## config.mk

```make
export PLATFORM = sky130hd
export DESIGN_NAME = mpr_switch_ctrl_flat
export DESIGN_NICKNAME = d
export VERILOG_FILES = /design/src/rtl/mpr_switch_ctrl_if.sv /design/src/rtl/mpr_switch_ctrl.sv /design/src/flat_wrapper.sv
export SDC_FILE = /design/constraint.sdc
export NUM_CORES = 2
export LEC_CHECK = 0
export CAP_MARGIN = 20
export CORE_AREA = 3 3 394 396
export CTS_BUF_LIST = sky130_fd_sc_hd__clkbuf_4 sky130_fd_sc_hd__clkbuf_8 sky130_fd_sc_hd__clkbuf_16
export CTS_CLUSTER_DIAMETER = 50
export DETAILED_ROUTE_END_ITERATION = 10
export DIE_AREA = 0 0 397 399
export GPL_ROUTABILITY_DRIVEN = 1
export PLACE_DENSITY_LB_ADDON = 0.05
export REMOVE_ABC_BUFFERS = 1
export SETUP_SLACK_MARGIN = 0.4
export SLEW_MARGIN = 5
export SYNTH_ARGS = -nofsm -noshare
export SYNTH_HDL_FRONTEND = slang
export SYNTH_SLANG_ARGS = --single-unit
export TNS_END_PERCENT = 10
```

## constraint.sdc

```tcl
create_clock -name clk -period 25.4 [get_ports clk]
set_input_delay 7.62 -clock clk [delete_from_list [all_inputs] [get_ports clk]]
set_output_delay 7.62 -clock clk [all_outputs]
set_load 0.02 [all_outputs]
```

## src/rtl/mpr_switch_ctrl_if.sv

```systemverilog
// mpr_switch_ctrl_if: request, release and context-switch signals between a thread front end and mpr_switch_ctrl
interface mpr_switch_ctrl_if;
  logic         req_valid;
  logic         req_ready;
  logic [8:0]   req_addr;
  logic [479:0] regs_in;
  logic         rel_valid;
  logic [8:0]   rel_addr;
  logic         grant;
  logic         context_switch;
  logic [8:0]   cs_address;
  logic [479:0] cs_regs;
  logic         freed;
  logic [8:0]   freed_address;
  logic [2:0]   parked_count;
  logic         rel_err;
  modport master (
    output req_valid, req_addr, regs_in, rel_valid, rel_addr,
    input  req_ready, grant, context_switch, cs_address, cs_regs, freed, freed_address, parked_count, rel_err
  );
  modport slave (
    input  req_valid, req_addr, regs_in, rel_valid, rel_addr,
    output req_ready, grant, context_switch, cs_address, cs_regs, freed, freed_address, parked_count, rel_err
  );
endinterface

```

## src/rtl/mpr_switch_ctrl.sv

```systemverilog
// mpr_switch_ctrl: address lock table that parks conflicting contexts via one-cycle context switches
module mpr_switch_ctrl #(
  parameter int NUM_LOCKS  = 8,
  parameter int MAX_PARKED = 4,
  parameter int HOLDOFF    = 2
) (
  input logic clk,
  input logic rst,
  mpr_switch_ctrl_if.slave io
);
  localparam int IW = NUM_LOCKS > 1 ? $clog2(NUM_LOCKS) : 1;
  localparam logic [2:0] MAXP = 3'(MAX_PARKED);
  typedef enum logic [1:0] {IDLE, SWITCH, HOLD} state_t;
  state_t state, state_nx;
  logic [2:0] hcnt, hcnt_nx;
  logic [8:0] addr [NUM_LOCKS];
  logic [NUM_LOCKS-1:0] vld, wtr, rel_hit, req_hit, v_eff, alloc_mask;
  logic [IW-1:0] free_idx;
  logic en, rel_wt, any_rel, hit, hit_wt, full, stall, acc, conflict, alloc;
  logic [2:0] pc_eff;
  // Release is resolved first so the request sees the post-release table and parked count.
  always_comb begin
    rel_hit  = '0;
    req_hit  = '0;
    free_idx = '0;
    for (int i = 0; i < NUM_LOCKS; i++) rel_hit[i] = io.rel_valid && vld[i] && addr[i] == io.rel_addr;
    v_eff = vld & ~rel_hit;
    for (int i = 0; i < NUM_LOCKS; i++) req_hit[i] = v_eff[i] && addr[i] == io.req_addr;
    for (int i = NUM_LOCKS - 1; i >= 0; i--) if (!v_eff[i]) free_idx = IW'(i);
    any_rel    = |rel_hit;
    rel_wt     = |(rel_hit & wtr);
    hit        = |req_hit;
    hit_wt     = |(req_hit & wtr);
    full       = &v_eff;
    pc_eff     = io.parked_count - {2'b0, rel_wt};
    stall      = hit ? (hit_wt || pc_eff >= MAXP) : full;
    io.req_ready = en && state == IDLE && !stall;
    acc        = io.req_valid && io.req_ready;
    conflict   = acc && hit;
    alloc      = acc && !hit;
    alloc_mask = alloc ? NUM_LOCKS'(1) << free_idx : '0;
  end
  always_comb begin
    state_nx = state;
    hcnt_nx  = hcnt;
    case (state)
      IDLE:    state_nx = conflict ? SWITCH : IDLE;
      SWITCH: begin
        state_nx = HOLDOFF > 0 ? HOLD : IDLE;
        hcnt_nx  = 3'(HOLDOFF - 1);
      end
      HOLD: begin
        state_nx = hcnt == 3'd0 ? IDLE : HOLD;
        hcnt_nx  = hcnt == 3'd0 ? hcnt : hcnt - 3'd1;
      end
      default: state_nx = IDLE;
    endcase
  end
  assign io.context_switch = state == SWITCH;
  always_ff @(posedge clk or posedge rst) begin
    if (rst) begin
      state            <= IDLE;
      hcnt             <= '0;
      en               <= 1'b0;
      vld              <= '0;
      wtr              <= '0;
      io.grant         <= 1'b0;
      io.freed         <= 1'b0;
      io.freed_address <= '0;
      io.cs_address    <= '0;
      io.cs_regs       <= '0;
      io.parked_count  <= '0;
      io.rel_err       <= 1'b0;
    end else begin
      state    <= state_nx;
      hcnt     <= hcnt_nx;
      en       <= 1'b1;
      vld      <= v_eff | alloc_mask;
      wtr      <= (wtr & ~rel_hit) | (conflict ? req_hit : '0);
      io.grant <= alloc;
      io.freed <= rel_wt;
      if (rel_wt) io.freed_address <= io.rel_addr;
      if (io.rel_valid && !any_rel) io.rel_err <= 1'b1;
      if (conflict) begin
        io.cs_address <= io.req_addr;
        io.cs_regs    <= io.regs_in;
      end
      if (conflict && !rel_wt && io.parked_count < MAXP) io.parked_count <= io.parked_count + 3'd1;
      else if (rel_wt && !conflict && io.parked_count != 3'd0) io.parked_count <= io.parked_count - 3'd1;
    end
  end
  always_ff @(posedge clk) if (alloc) addr[free_idx] <= io.req_addr;
endmodule

```

## src/flat_wrapper.sv

```systemverilog
// flat-port wrapper written by rule: the top's interface ports become plain ports
module mpr_switch_ctrl_flat 
#(
  parameter int NUM_LOCKS  = 8,
  parameter int MAX_PARKED = 4,
  parameter int HOLDOFF    = 2
)
  (clk, rst, io_req_valid, io_req_addr, io_regs_in, io_rel_valid, io_rel_addr, io_req_ready, io_grant, io_context_switch, io_cs_address, io_cs_regs, io_freed, io_freed_address, io_parked_count, io_rel_err);
  mpr_switch_ctrl_if io_i ();
  input logic clk;
  input logic rst;
  input wire logic [$bits(io_i.req_valid)-1:0] io_req_valid;
  input wire logic [$bits(io_i.req_addr)-1:0] io_req_addr;
  input wire logic [$bits(io_i.regs_in)-1:0] io_regs_in;
  input wire logic [$bits(io_i.rel_valid)-1:0] io_rel_valid;
  input wire logic [$bits(io_i.rel_addr)-1:0] io_rel_addr;
  output wire logic [$bits(io_i.req_ready)-1:0] io_req_ready;
  output wire logic [$bits(io_i.grant)-1:0] io_grant;
  output wire logic [$bits(io_i.context_switch)-1:0] io_context_switch;
  output wire logic [$bits(io_i.cs_address)-1:0] io_cs_address;
  output wire logic [$bits(io_i.cs_regs)-1:0] io_cs_regs;
  output wire logic [$bits(io_i.freed)-1:0] io_freed;
  output wire logic [$bits(io_i.freed_address)-1:0] io_freed_address;
  output wire logic [$bits(io_i.parked_count)-1:0] io_parked_count;
  output wire logic [$bits(io_i.rel_err)-1:0] io_rel_err;
  assign io_i.req_valid = io_req_valid;
  assign io_i.req_addr = io_req_addr;
  assign io_i.regs_in = io_regs_in;
  assign io_i.rel_valid = io_rel_valid;
  assign io_i.rel_addr = io_rel_addr;
  assign io_req_ready = io_i.req_ready;
  assign io_grant = io_i.grant;
  assign io_context_switch = io_i.context_switch;
  assign io_cs_address = io_i.cs_address;
  assign io_cs_regs = io_i.cs_regs;
  assign io_freed = io_i.freed;
  assign io_freed_address = io_i.freed_address;
  assign io_parked_count = io_i.parked_count;
  assign io_rel_err = io_i.rel_err;
  mpr_switch_ctrl #(.NUM_LOCKS(NUM_LOCKS), .MAX_PARKED(MAX_PARKED), .HOLDOFF(HOLDOFF)) u_core (.clk(clk), .rst(rst), .io(io_i));
endmodule
```

==> results.tsv <==
stage	metric	value	unit
status	status	completed	
sta	fmax	0.0528	GHz
setup_path	critical path, cell by cell	clkdlybuf4s50_1, xor2_1, nor4_4, nand3_1, o22ai_1, a221o_1, o311ai_2, nand4b_1, a21oi_1, clkdlybuf4s50_1	
route	DRC Markers	0	
place	Post-Place Cells	4622	
synth	Syn Inst Count	1637	
final_layout	share of cells above drive strength 1	26.5	%
synth	Seq/Total Area, Yosys	57.7	%
route	1st-iter DRT viols	783	
route	Vias	18235	
setup_path	Worst R2R Setup Slack	19310	ps
clocking	CTS Buf Count	117	
clocking	Clock Tree Root	clkbuf_16	
grt	pin count of the biggest net entering global routing	114	
setup_path	buffer and inverter count on the worst path	2	
place	Placed Area	38500	um2
grt	vias in the first global route	20650	
die	Die Wd	397	um
synth	synth unique cells	58	
setup_path	max incr delay on CP	850	ps
setup_path	critical path class	in2out	
final_layout	commonest non-fill, non-tap cells in the layout	clkdlybuf4s50_1, dfrtp_1, mux2_4	
final_layout	fin area	42900	um2
min_path	Worst Hold Class	reg2reg	
final_layout	final std cells w/o fill	4857	
synth	post-synthesis async set-or-reset flop share	88.0	%
clocking	CTS clock-pin slew for the worst setup and hold paths	50	ps
grt	GRT Overall Usage	16.5	%
grt	first-pass GRT wire length	181	mm
clocking	clk_lat worst skew	740	ps
synth	Synth Warn #	0	
clocking	Post-CTS Setup Inserts	0	
die	Die H	399	um
synth	synthesized area	26600	um2
setup_path	crit path DAT	11330	ps
pwr	Peak VDD IR	0.0575	mV
final_layout	Layout Nets	3217	
route	DRT Pass-1 Iters	7	
synth	synth top area cells	dfrtp_1, mux2_4, edfxtp_1	
place	dpl hpwl	106	mm
grt	initial antenna violation count	83	
die	Core ar.	152000	um2
sta	Final min period	18950	ps
setup_path	worst path required time	17780	ps
setup_path	crit path max fanout	9	
place	Port Buf Inserts	1007	
die	die area	158000	um2
route	Routed WL	135	mm
setup_path	Crit path top cell by count	clkdlybuf4s50_1	
clocking	CTS Sinks	598	
route	via/cell ratio	3.75	
place	GP Congestion	0.849	
clocking	clk buf depth	3	
clocking	CTS tree	done	
clocking	# resized after CTS	0	
job	Max-Cap Viols	0	
synth	Yosys reg bits	598	
route	Antenna Nets Post-Route	0	
pwr	Leakage	0.0197	uW
sta	Setup Viol. Count Final	0	
sta	fin. max-slew vios	0	
final_layout	Synth-to-Final Area Change	61.4	%
sta	Final Cycle Share	74.6	%
grt	grt ovf	0	
synth	syn_area_per_cell	16.2	um2
pwr	Power per Cell Area	67.4	nW/um2
synth	predominant post-synthesis flop cell	dfrtp_1	
sta	unrepaired setup endpoints after global routing	no	
pwr	Total Power Consumption	2890	uW
sta	Setup TNS Final	0	ps
synth	Synth area leader	dfrtp_1	
setup_path	CP Capture Type	primary output	
final_layout	commonest non-fill, non-tap cell in the layout	clkdlybuf4s50_1	
synth	Post-synth EDFFs	72	
setup_path	Largest delay share family, worst path	buffers and inverters	
synth	share of Yosys cell area claimed by the top area cell type	49.5	%
die	IO Count	1008	
setup_path	CP max-delay cell	clkdlybuf4s50_1	
final_layout	# fillers	15346	
sta	Max Clock Skew	64.9	ps
setup_path	Worst setup SP type	input port	
die	row cnt	143	
sta	final hold viol count	0	
sta	Slew HR	24.2	%
sta	final hold slack	463	ps
clocking	Post-CTS Hold Fix Bufs	0	
clocking	H-tree depth	3	
route	Routed WL per cell	27.8	um
sta	worst slew pin tran	1130	ps
die	Initial Util	17.5	%
[state kept, by name, summed over array words and instances (netlist names)]
signal,count
u_core.hcnt,3
u_core.io.parked_count,3
u_core.io.cs_address,9
u_core.io.freed,1
u_core.state,2
u_core.io.cs_regs,480
u_core.en,1
u_core.io.grant,1
u_core.addr,72
u_core.io.rel_err,1
u_core.wtr,8
u_core.io.freed_address,9
u_core.vld,8
[worst reg2reg max path, cell delays in order, from the launching register on]
cell	delay (ps)
edfxtp_1	430
xor2_1	190
nor4_1	410
nand3_1	390
a22oi_1	260
and4_1	310
nor4bb_1	80
buf_4	180
nand3_4	100
buf_12	610
buf_4	860
buf_12	700
buf_4	1070
mux2_4	420
[synth_stat cells, drive strengths merged, types with 2 or more instances]
| library cell | count |
|---|---|
| xnor2 | 71 |
| clkbuf | 4 |
| a41o | 2 |
| buf | 73 |
| ha | 2 |
| a21oi | 15 |
| o2111ai | 3 |
| mux2 | 480 |
| nand3b | 2 |
| a22oi | 4 |
| o22ai | 4 |
| xor2 | 73 |
| o21ai | 7 |
| nor2 | 44 |
| nand4 | 32 |
| nand2 | 99 |
| nor4b | 2 |
| a2bb2oi | 2 |
| a221o | 2 |
| o21bai | 3 |
| dfrtp | 526 |
| a21boi | 2 |
| nor2b | 4 |
| and2 | 8 |
| and3 | 3 |
| and4 | 2 |
| nand3 | 22 |
| nor4 | 28 |
| inv | 17 |
| nor3 | 12 |
| edfxtp | 72 |
[path summary, 6_finish.rpt]
kind / start / end / depth (start not counted)
max: io_rel_addr[0] / io_req_ready / 10
min: u_core.io.freed_address[7] / u_core.io.freed_address[7] / 2
max reg2reg: u_core.addr[3][1] / u_core.io.cs_regs[181] / 13
min reg2reg: u_core.io.freed_address[7] / u_core.io.freed_address[7] / 2
max in group asynchronous: rst / u_core.io.cs_regs[247] / 4
min in group asynchronous: rst / u_core.io.cs_regs[74] / 2
[cell type report]
class	instances	area, um2	area share [%]
Clock inverter	67	1020	2.37
Multi-Input combinational cell	945	10300	24.0
Clock buffer	152	3300	7.69
Inverter	17	71.3	0.166
Sequential cell	598	15300	35.7
Timing Repair Buffer	1033	10300	24.0
Antenna cell	15	37.5	0.0875
Tap cell	2030	2540	5.92
[report_power, final]
part           switching (uW)  internal [uW]  total (uW)
Sequential               13.9            986        1000
Clock                     579           1110        1690
Combinational            92.7            110         203
[layer usage]
layer / GRT usage (%) / vias to the layer above / share of wire, % / wire length [um]
met4: 3.78 / 20 / 2.5 / 3420
li1: - / 7958 / - / -
met2: 31.4 / 720 / 54 / 73700
met3: 6.32 / 276 / 7.7 / 10500
met5: 0 / - / 0.10 / 138
met1: 17.0 / 9261 / 35 / 47500
[through the flow]
| stage | utilization (%) | worst slack [ps] |
|---|---|---|
| final | 28.2 | 6450 |
| after global placement | 25.4 | 6370 |
| after global routing | 28.2 | 6180 |
| after detailed placement | 25.4 | 6400 |
| after floorplan | - | 3080 |
| after CTS | 28.2 | 6390 |
[cell families after synthesis]
logic type / after synthesis / share of synthesized area, %
muxes: 480 / 27.1
DFF: 598 / 57.7
other: 1 / 0.0141
buffers and inverters: 94 / 3.62
xor gates and xnor gates: 144 / 4.75
AOI/OAI and AO/OA: 55 / 1.47
and+or+nand+nor: 262 / 5.20
adders and majority gates: 3 / 0.169
No activity file was read; power rests on OpenSTA's default activity.
